## config.mk

```make
export PLATFORM = sky130hd
export DESIGN_NAME = conv_window_mac
export DESIGN_NICKNAME = d
export VERILOG_FILES = /design/src/rtl/conv_pkg.sv /design/src/rtl/conv_window_mac_index.sv /design/src/rtl/conv_window_mac.sv
export SDC_FILE = /design/constraint.sdc
export NUM_CORES = 1
export LEC_CHECK = 0
export CAP_MARGIN = 20
export CORE_MARGIN = 5
export CORE_UTILIZATION = 52
export CTS_BUF_LIST = sky130_fd_sc_hd__clkbuf_8
export DETAILED_ROUTE_END_ITERATION = 12
export PLACE_DENSITY = 0.95
export SETUP_SLACK_MARGIN = 0.4
export SYNTH_ARGS = -nofsm -noshare
export SYNTH_HDL_FRONTEND = slang
export SYNTH_SLANG_ARGS = --single-unit
```

## constraint.sdc

```tcl
create_clock -name clock -period 2.7 [get_ports clock]
set_input_delay 0.27 -clock clock [delete_from_list [all_inputs] [get_ports clock]]
set_output_delay 0.27 -clock clock [all_outputs]
set_load 0.1 [all_outputs]
```

## src/rtl/conv_pkg.sv

```systemverilog
// Shared types, kernel weights and the clamp helper for the
// 3x3 convolution engine.
package conv_pkg;

  localparam int KSIZE     = 3;
  localparam int WIDTH_BIT = 8;
  localparam int ACC_W     =
    2 * WIDTH_BIT + $clog2(KSIZE * KSIZE) + 1;
  localparam int PIX_MAX   = (1 << WIDTH_BIT) - 1;

  typedef logic        [WIDTH_BIT-1:0] pixel_t;
  typedef logic signed [WIDTH_BIT-1:0] weight_t;
  typedef logic signed [ACC_W-1:0]     acc_t;

  localparam weight_t WN = -8'sd1;
  localparam weight_t WC = 8'sd8;

  // Laplacian edge kernel
  localparam weight_t KERNEL [KSIZE][KSIZE] = '{
    '{WN, WN, WN},
    '{WN, WC, WN},
    '{WN, WN, WN}
  };

  function automatic pixel_t clamp_pixel(
    input acc_t s
  );
    if (s < 0)
      return '0;
    else if (s > acc_t'(PIX_MAX))
      return pixel_t'(PIX_MAX);
    else
      return s[WIDTH_BIT-1:0];
  endfunction

endpackage

```

## src/rtl/conv_window_mac_index.sv

```systemverilog
// Raster (row, col) generator for the sliding window;
// advances one position per ena cycle.
module window_index_gen #(
  parameter int OUT_SIZE  = 5,
  parameter int WIDTH_BIT = 8
) (
  input  logic                 clock,
  input  logic                 nreset,
  input  logic                 ena,
  output logic [WIDTH_BIT-1:0] row_idx,
  output logic [WIDTH_BIT-1:0] col_idx
);

  localparam logic [WIDTH_BIT-1:0] LAST =
    WIDTH_BIT'(OUT_SIZE - 1);

  logic [WIDTH_BIT-1:0] row_q, row_d;
  logic [WIDTH_BIT-1:0] col_q, col_d;

  always_comb begin
    row_d = row_q;
    col_d = col_q;
    if (ena) begin
      if (col_q < LAST) begin
        col_d = col_q + 1'b1;
      end else begin
        col_d = '0;
        row_d = (row_q == LAST) ? '0 : row_q + 1'b1;
      end
    end
  end

  always_ff @(posedge clock or negedge nreset) begin
    if (!nreset) begin
      row_q <= '0;
      col_q <= '0;
    end else begin
      row_q <= row_d;
      col_q <= col_d;
    end
  end

  assign row_idx = row_q;
  assign col_idx = col_q;

endmodule

```

## src/rtl/conv_window_mac.sv

```systemverilog
// KSIZE x KSIZE window MAC against a fixed signed kernel,
// clamped to a pixel and registered, plus the window index.
module conv_window_mac
  import conv_pkg::*;
#(
  parameter int OUT_SIZE = 5
) (
  input  logic                               clock,
  input  logic                               nreset,
  input  logic [KSIZE*KSIZE*WIDTH_BIT-1:0]   win,
  input  logic                               ena,
  output logic [WIDTH_BIT-1:0]               conv_out,
  output logic [WIDTH_BIT-1:0]               row_idx,
  output logic [WIDTH_BIT-1:0]               col_idx
);

  acc_t   acc;
  acc_t   px;
  acc_t   wt;
  pixel_t conv_q, conv_d;

  // Pixels are zero-extended, weights sign-extended.
  always_comb begin
    acc = '0;
    px  = '0;
    wt  = '0;
    for (int r = 0; r < KSIZE; r++) begin
      for (int c = 0; c < KSIZE; c++) begin
        px  = acc_t'(win[(r*KSIZE+c)*WIDTH_BIT +: WIDTH_BIT]);
        wt  = acc_t'(KERNEL[r][c]);
        acc = acc + px * wt;
      end
    end
  end

  always_comb begin
    conv_d = conv_q;
    if (!ena)
      conv_d = clamp_pixel(acc);
  end

  always_ff @(posedge clock or negedge nreset) begin
    if (!nreset)
      conv_q <= '0;
    else
      conv_q <= conv_d;
  end

  assign conv_out = conv_q;

  window_index_gen #(
    .OUT_SIZE  (OUT_SIZE),
    .WIDTH_BIT (WIDTH_BIT)
  ) u_idx (
    .clock   (clock),
    .nreset  (nreset),
    .ena     (ena),
    .row_idx (row_idx),
    .col_idx (col_idx)
  );

endmodule

```

* After elaboration in Yosys (flattened, before gate mapping) *
Index checks and enable logic that the tools add are counted.

operators by class
  $add $sub $neg = 18
  order comparisons = 3
  eq/ne operators = 1
  mux-type cells = 4
  bitwise operators = 1
  reduce and logical (&&, ||, !) cells = 1

operators with widths
  operator                                                                       number
  8-bit negator with 21-bit output                                               8
  21-bit adder                                                                   7
  8-bit two-way mux                                                              4
  21-bit by 12-bit adder with 21-bit output                                      1
  21-bit by 9-bit > comparator with 1-bit output, second input constant          1
  21-bit by 1-bit less-than comparator with 1-bit output, second input constant  1
  8-bit by 1-bit adder with 8-bit output, second input constant                  2
  8-bit by 3-bit == test with 1-bit output, second input constant                1
  8-bit by 3-bit less-than comparator with 1-bit output, second input constant   1
  2-bit AND reduction                                                            1
  1-bit inverter                                                                 1

word-level totals
  register bits after elaboration = 24
  output and inout bits = 24
  logic and storage cells = 31

* Longest topological paths before layout *
Gate-level depths: netlist of run 1.

  depth in word-level cells = 12
  depth in mapped cells = 17
  mapped depth without buffers = 16

* By module *
Synthesis of run 1 repeated with hierarchy kept, for this count alone.

unflattened totals
  cell total of the unflattened synthesis = 337
  area, all modules = 3201.8 µm²

modules (own cells, without submodules)
  module            instances  cells an instance  area each (µm²)  seq. area each (µm²)
  conv_window_mac   1          265                2452.4           200.2
  window_index_gen  1          72                 749.5            400.4

* Worst setup path before layout of run 1 *
Ideal clock, no wire load.

  path type = input -> register
  start = input win[59]
  end = register conv_q[0], in the netlist conv_out[0]
  library setup time = 0.124 ns
  data arrival time = 4.262 ns
  data required time = 2.576 ns
  path slack = -1.686 ns
  stages = 17
  buffers on the path = 1
  path through = inv_1 fa_1 inv_1 fa_1 inv_1 fa_1 inv_1 fa_1 inv_1 ha_1 a21oi_2 a21boi_2 a41oi_2 mux2i_1 or4_4 buf_6 o221a_1

between the ends
  longest elaborated chain between the ends = 6
  elaborated cells between the ends (all ways) = 7

RTL lines
  element                                                     line                   RTL
  start, declared                                             conv_window_mac.sv:10  input logic [KSIZE*KSIZE*WIDTH_BIT-1:0] win,
  8-bit negator with 21-bit output (not written as such) (*)  conv_window_mac.sv:31  acc = acc + px * wt;
  21-bit adder (*) (2 in series)                              conv_window_mac.sv:31
  21-bit by 9-bit > comparator with 1-bit output              conv_pkg.sv:30         else if (s > acc_t'(PIX_MAX))
  8-bit two-way mux                                           conv_pkg.sv:30
  8-bit two-way mux (*)                                       conv_pkg.sv:28         if (s < 0)
  end signal, assigned                                        conv_window_mac.sv:46  conv_q <= conv_d;
  end, declared                                               conv_window_mac.sv:20  pixel_t conv_q, conv_d;

Every way passes the cells marked *; elsewhere a longest branch is shown, timed or not.
A chain may end at the register's enable or synchronous reset.

* Worst setup path in the final report of run 1 *
  start = input win[56]
  end = register conv_q[3], in the netlist conv_out[3]

Same word-level chain as after synthesis.

==> results of run 1 <==
-- path summary, 6_finish.rpt --
kind,start,endpoint,slack [ns],depth (start not counted)
max reg2reg,u_idx.row_idx[0],u_idx.row_idx[0],0.53,7
max in group asynchronous,nreset,conv_out[6],2.07,2
min reg2reg,u_idx.row_idx[7],u_idx.row_idx[7],0.53,1
min,nreset,u_idx.row_idx[1],0.24,1
min in group clock,u_idx.row_idx[7],u_idx.row_idx[7],0.53,1
max,win[56],conv_out[3],-1.56,17
-- state kept, by name, summed over array words and instances, names as in the netlist --
signal,flops
conv_out,8
u_idx.col_idx,8
u_idx.row_idx,8
-- critical path, delay by kind of cell --
family	cells	cell delay [ns]
AND/OR/NAND/NOR	2	0.52
buffers and inverters	6	0.62
adder cells (fa/ha/maj)	5	2.22
AO/OA/AOI/OAI	4	0.77
-- layout make-up --
class	instances	area share
sequential	24	0.1301
clock buffer	4	0.01188
tap	75	0.02024
timing repair buffer	132	0.2426
inverter	113	0.09312
multi-input combinational	184	0.5020
-- per-layer routing --
metal,part of all wire,wire (um),vias to the layer above,GRT usage
li1,-,-,1246,-
met1,0.32,2957,1337,0.2294
met2,0.56,5155,143,0.4623
met3,0.065,597,51,0.03784
met4,0.053,489,0,0.09344
met5,0,0,-,0
-- stage by stage --
stage                     cells  area (um2)  TNS, ns  worst slack (ns)
after global routing        532        4636   -13.23            -1.680
after global placement      516        4344   -16.47            -2.059
after detailed placement    516        4344   -17.54            -2.208
final                       532        4636   -12.21            -1.556
after CTS                   523        4477   -12.25            -1.540
after floorplan             324        3183   -11.96            -1.495
-- cells in the mapped netlist, types with 2 or more instances --
cell,instances
xnor2_1,8
a21o_1,2
nor2_1,14
o2bb2ai_1,2
clkbuf_1,2
a21oi_1,9
fa_1,53
ha_1,22
o21ai_0,8
xor2_1,6
nor3_1,2
nand4_1,5
o221a_1,8
nand2_1,16
nor2b_1,4
dfrtp_1,24
inv_1,113
o21a_1,2
o21ai_1,2
a31oi_1,3
-- cells by family (layout without fill, tap and decap cells) --
logic type	count (synthesis)	after routing
AND/OR/NAND/NOR	49	49
XOR/XNOR	14	14
adder cells (fa/ha/maj)	75	75
AO/OA/AOI/OAI	44	44
buffers and inverters	116	249
flip-flops	24	24
multiplexers	2	2
-- timing repair --
action	in CTS	in global routing
setup endpoints to repair	8	8
buffers inserted	3	8
gates resized for setup	128	107
pin swaps	66	67
==> impl_metrics.tcl, run 1 <==
set metrics [dict create \
    drcViolationCount 0 \
    yosys.area_share.adder 0.4306 \
    fmax_ghz 0.2350 \
    finalHoldViolCount 0 \
    ant_nets 0 \
    grt_usage 0.2309 \
    start_kind "primary input" \
    fin_skew_ns 0.002016 \
    htree_levels 1 \
    status "finished with violations" \
    register_area_um2 603.1 \
    dp_hpwl_mm 6.821 \
    gr-total-overflow 0 \
    clkLatencyLatePin_ns 0.27 \
    synth-compound-area-share 0.1085 \
    avgSynthCellArea_um2 9.577 \
    slew_viol_final 0 \
    hold_class "in -> async" \
    period_minus_slack_ns 4.256 \
    setup_viol 8 \
    ys_ff_latch 24 \
    drive_gt1_frac 0.4158 \
    finalWorstSetupSlack_ns -1.556 \
    synthFlopType "dfrtp_1" \
    drt_iter0_drc 121 \
    critPathRequiredTime_ns 2.86 \
    hold_buffers 0 \
    ys_seq_area_frac 0.1935 \
    synthArstFlopShare 1.000 \
    synth_xor_area_frac 0.03952 \
    initial_utilization 0.5304 \
    grt_pass1_wl_mm 13.74 \
    rsz0062_at_grt "yes" \
    vias 2777 \
    portBuffers 98 \
    synth_mux_area_frac 0.006855 \
    drt-total-wl_mm 9.199 \
    violations "negative setup slack" \
    place_congestion 0.8491 \
    die-area_um2 7613 \
    worst_slew_pin_slew_ns 0.5110 \
    synth.area.top_cells "fa_1 34%, dfrtp_1 19%, inv_1 14%" \
    fin_util 0.7923 \
    final_nets 608 \
    arrival_ns 4.41 \
    crit_top_cell "inv_2" \
    synth_top_area_frac 0.3419 \
    grt_max_degree 25 \
    hold_ws_ns 0.2410 \
    firstDrtPassIters 4 \
    io_pins 99 \
    antenna_found_initial 0 \
    detail_route.wl_per_cell_um 17.29 \
    layout_common_cells "57 x inv_2, 55 x inv_1, 55 x buf_4" \
    multi_input_area_um2 2327 \
    cpPeakStageDelay_ns 0.60 \
    synth_simple_gate_area_frac 0.07823 \
    clk_path_buf_depth 2 \
    crit_type "in -> reg" \
    yosysWarnings 0 \
    nFillCells 344 \
    path_max_fanout 8 \
    synth_top_cell_by_area "fa_1" \
    synth.cell_area_um2 3103 \
    routed_via_density 5.220 \
    syn_to_final_growth_pct 49.40 \
    coreArea_um2 5851 \
    slew_headroom 0.6562 \
    cts_root_buf "clkbuf_8" \
    clkTransAtPathRegs_ns 0.08 \
    synth_cells 324 \
    synth_edf_count 0 \
    ys_types 39 \
    synth_fp_nets 474 \
    die_w_um 87.25 \
    min_period_over_period 1.576 \
    tritoncts "built" \
    numCtsBuffers 3 \
    grt_pass1_vias 3101 \
    cap_violations 0 \
    row_count 28 \
    endpoint_kind "flop" \
    cts_sinks 24 \
    slowest_stage "fa_2" \
    layout_commonest_cell "inv_2" \
    chipHeight_um 87.25 \
    n_antenna_cell 0 \
    path_cells "dlygate4sd2_1 > inv_2 > fa_2 > fa_1 > fa_1 > inv_2 > fa_2 > inv_2 > ha_4 > buf_6 > o211ai_4 > a21boi_4 > a41oi_2 > buf_4 > nor3_2 > or4_4 > o221a_1" \
    synth_top_family_by_area "adder cells" \
]
Power of run 1 is left out: the tool's default activity adds up to more than one toggle a clock period on the data nets, which glitch-free logic cannot reach.
==> run 2, diff against run 1 <==
CTS_CLUSTER_SIZE = 40   (was unset)
SETUP_SLACK_MARGIN = 0.15   (was 0.4)
==> run 2 against run 1 <==
  * The flow still finishes with violations (negative setup slack)
  * Global-route usage up 2.2 points
  * Sequential cell count unchanged
  * Via count up 3.3%
  * Cell count up 0.94%
  * Core utilization down 0.26 points
  * Sequential share of layout area about the same
  * Worst hold slack better by 0.096 ns
  * Register-to-register slack better by 0.15 ns
  * Die area unchanged
  * Routed wire length up 2.9%
  * Design area down 0.32%
  * Critical path type unchanged
==> impl_metrics.tcl, run 2 (synthesized netlist as in run 1, its figures left out) <==
set metrics [dict create \
    path_max_fanout 3 \
    finalWorstSetupSlack_ns -1.654 \
    io_pins 99 \
    n_antenna_cell 0 \
    tritoncts "built" \
    antenna_found_initial 0 \
    stdcell_area_um2 4621 \
    drive_gt1_frac 0.3550 \
    layout_common_cells "67 x inv_1, 63 x buf_4, 44 x inv_2" \
    period_minus_slack_ns 4.354 \
    hold_class "in -> async" \
    gr-total-overflow 0 \
    crit_type "in -> reg" \
    layout_commonest_cell "inv_1" \
    ant_nets 0 \
    nFillCells 334 \
    htree_levels 1 \
    cts_sinks 24 \
    die_w_um 87.25 \
    tns_ns -12.77 \
    clkTransAtPathRegs_ns 0.09 \
    drcViolationCount 0 \
    final_nets 613 \
    chipHeight_um 87.25 \
    row_count 28 \
    clkLatencyLatePin_ns 0.27 \
    initial_utilization 0.5304 \
    clk_path_buf_depth 2 \
    grt_pass1_vias 3368 \
    drt-total-wl_mm 9.465 \
    cap_violations 0 \
    rsz0062_at_grt "yes" \
    cts_root_buf "clkbuf_8" \
    worst_slew_pin_slew_ns 0.5116 \
    dpl_cell_area_um2 4349 \
    critPathRequiredTime_ns 2.91 \
    finalHoldViolCount 0 \
    fin_util 0.7898 \
    syn_to_final_growth_pct 48.91 \
    coreArea_um2 5851 \
    grt_max_degree 25 \
    fin_skew_ns 0.01084 \
    violations "negative setup slack" \
    slew_headroom 0.6558 \
    detail_route.wl_per_cell_um 17.63 \
    place_congestion 0.8472 \
    numCtsBuffers 3 \
    slew_viol_final 0 \
    firstDrtPassIters 4 \
    grt_usage 0.2529 \
    setup_viol 8 \
    arrival_ns 4.57 \
    die-area_um2 7613 \
    vias 2869 \
    min_period_over_period 1.613 \
    endpoint_kind "flop" \
    fmax_ghz 0.2297 \
    grt_pass1_wl_mm 15.06 \
    status "finished with violations" \
    drt_iter0_drc 213 \
    routed_via_density 5.343 \
    portBuffers 98 \
    start_kind "primary input" \
    dp_hpwl_mm 6.761 \
]
-- run 2: changes by cell type in the layout (fill, tap and decap cells not counted), sizes merged --
cell / previous run / this run
clkdlybuf4s50: 6 / 12
dlygate4sd2: 16 / 40
bufinv: 0 / 1
dlymetal6s2s: 13 / 1
clkdlybuf4s15: 17 / 13
clkbuf: 20 / 4
buf: 64 / 70
-- run 2: layout make-up --
type,instances,area [um2],area share
Clock inverter,1,30.03,0.006499
Inverter,113,434.2,0.09396
Multi-Input combinational cell,184,2273,0.4920
Tap cell,75,93.84,0.02031
Clock buffer,3,41.29,0.008936
Timing Repair Buffer,137,1147,0.2483
Sequential cell,24,600.6,0.1300
-- run 2: critical path, cell delays in order --
cell	delay [ns]
dlygate4sd2_1	0.24
fa_1	0.54
inv_2	0.06
fa_2	0.46
fa_1	0.51
inv_2	0.04
fa_1	0.50
inv_2	0.05
ha_4	0.31
o211ai_4	0.10
buf_4	0.15
buf_4	0.13
buf_4	0.13
buf_4	0.12
buf_4	0.12
buf_4	0.12
buf_4	0.13
buf_4	0.12
nand2_1	0.06
nor2_1	0.04
nor2_1	0.16
o221a_1	0.20
-- run 2: what timing repair did --
| item | 4_1_cts | 5_1_grt |
|---|---|---|
| endpoints found under the setup margin | 8 | 8 |
| hold buffers | 0 | 0 |
| resized for setup | 151 | 24 |
| cloned | 0 | 0 |
| buffers inserted | 16 | 0 |
| pin swaps | 73 | 24 |
-- run 2: path summary, 6_finish.rpt --
path | start | endpoint | slack, ns | depth (start not counted)
max in group asynchronous | nreset | u_idx.row_idx[0] | 2.12 | 2
min in group clock | u_idx.row_idx[5] | u_idx.row_idx[5] | 0.53 | 1
worst min-delay path | nreset | u_idx.row_idx[6] | 0.34 | 2
worst min register to register | u_idx.row_idx[5] | u_idx.row_idx[5] | 0.53 | 1
worst max-delay path | win[43] | conv_out[4] | -1.65 | 22
worst max register to register | u_idx.row_idx[1] | u_idx.row_idx[0] | 0.68 | 7
-- run 2: metal layers --
| layer | track usage | up-vias | share of wire |
|---|---|---|---|
| met2 | 0.4890 | 148 | 0.57 |
| met5 | 0 | - | 0 |
| met3 | 0.03879 | 57 | 0.057 |
| met4 | 0.1325 | 0 | 0.062 |
| li1 | - | 1253 | - |
| met1 | 0.2555 | 1411 | 0.31 |
-- run 2: stage by stage --
step	hold WS, ns	worst slack, ns	cells
after global routing	0.3628	-1.721	537
after global placement	0.4914	-2.059	517
after CTS	0.3534	-1.501	537
final	0.3374	-1.654	537
after floorplan	-0.02559	-1.495	324
after detailed placement	0.5125	-2.216	517
Power of run 2 is left out for the same reason.
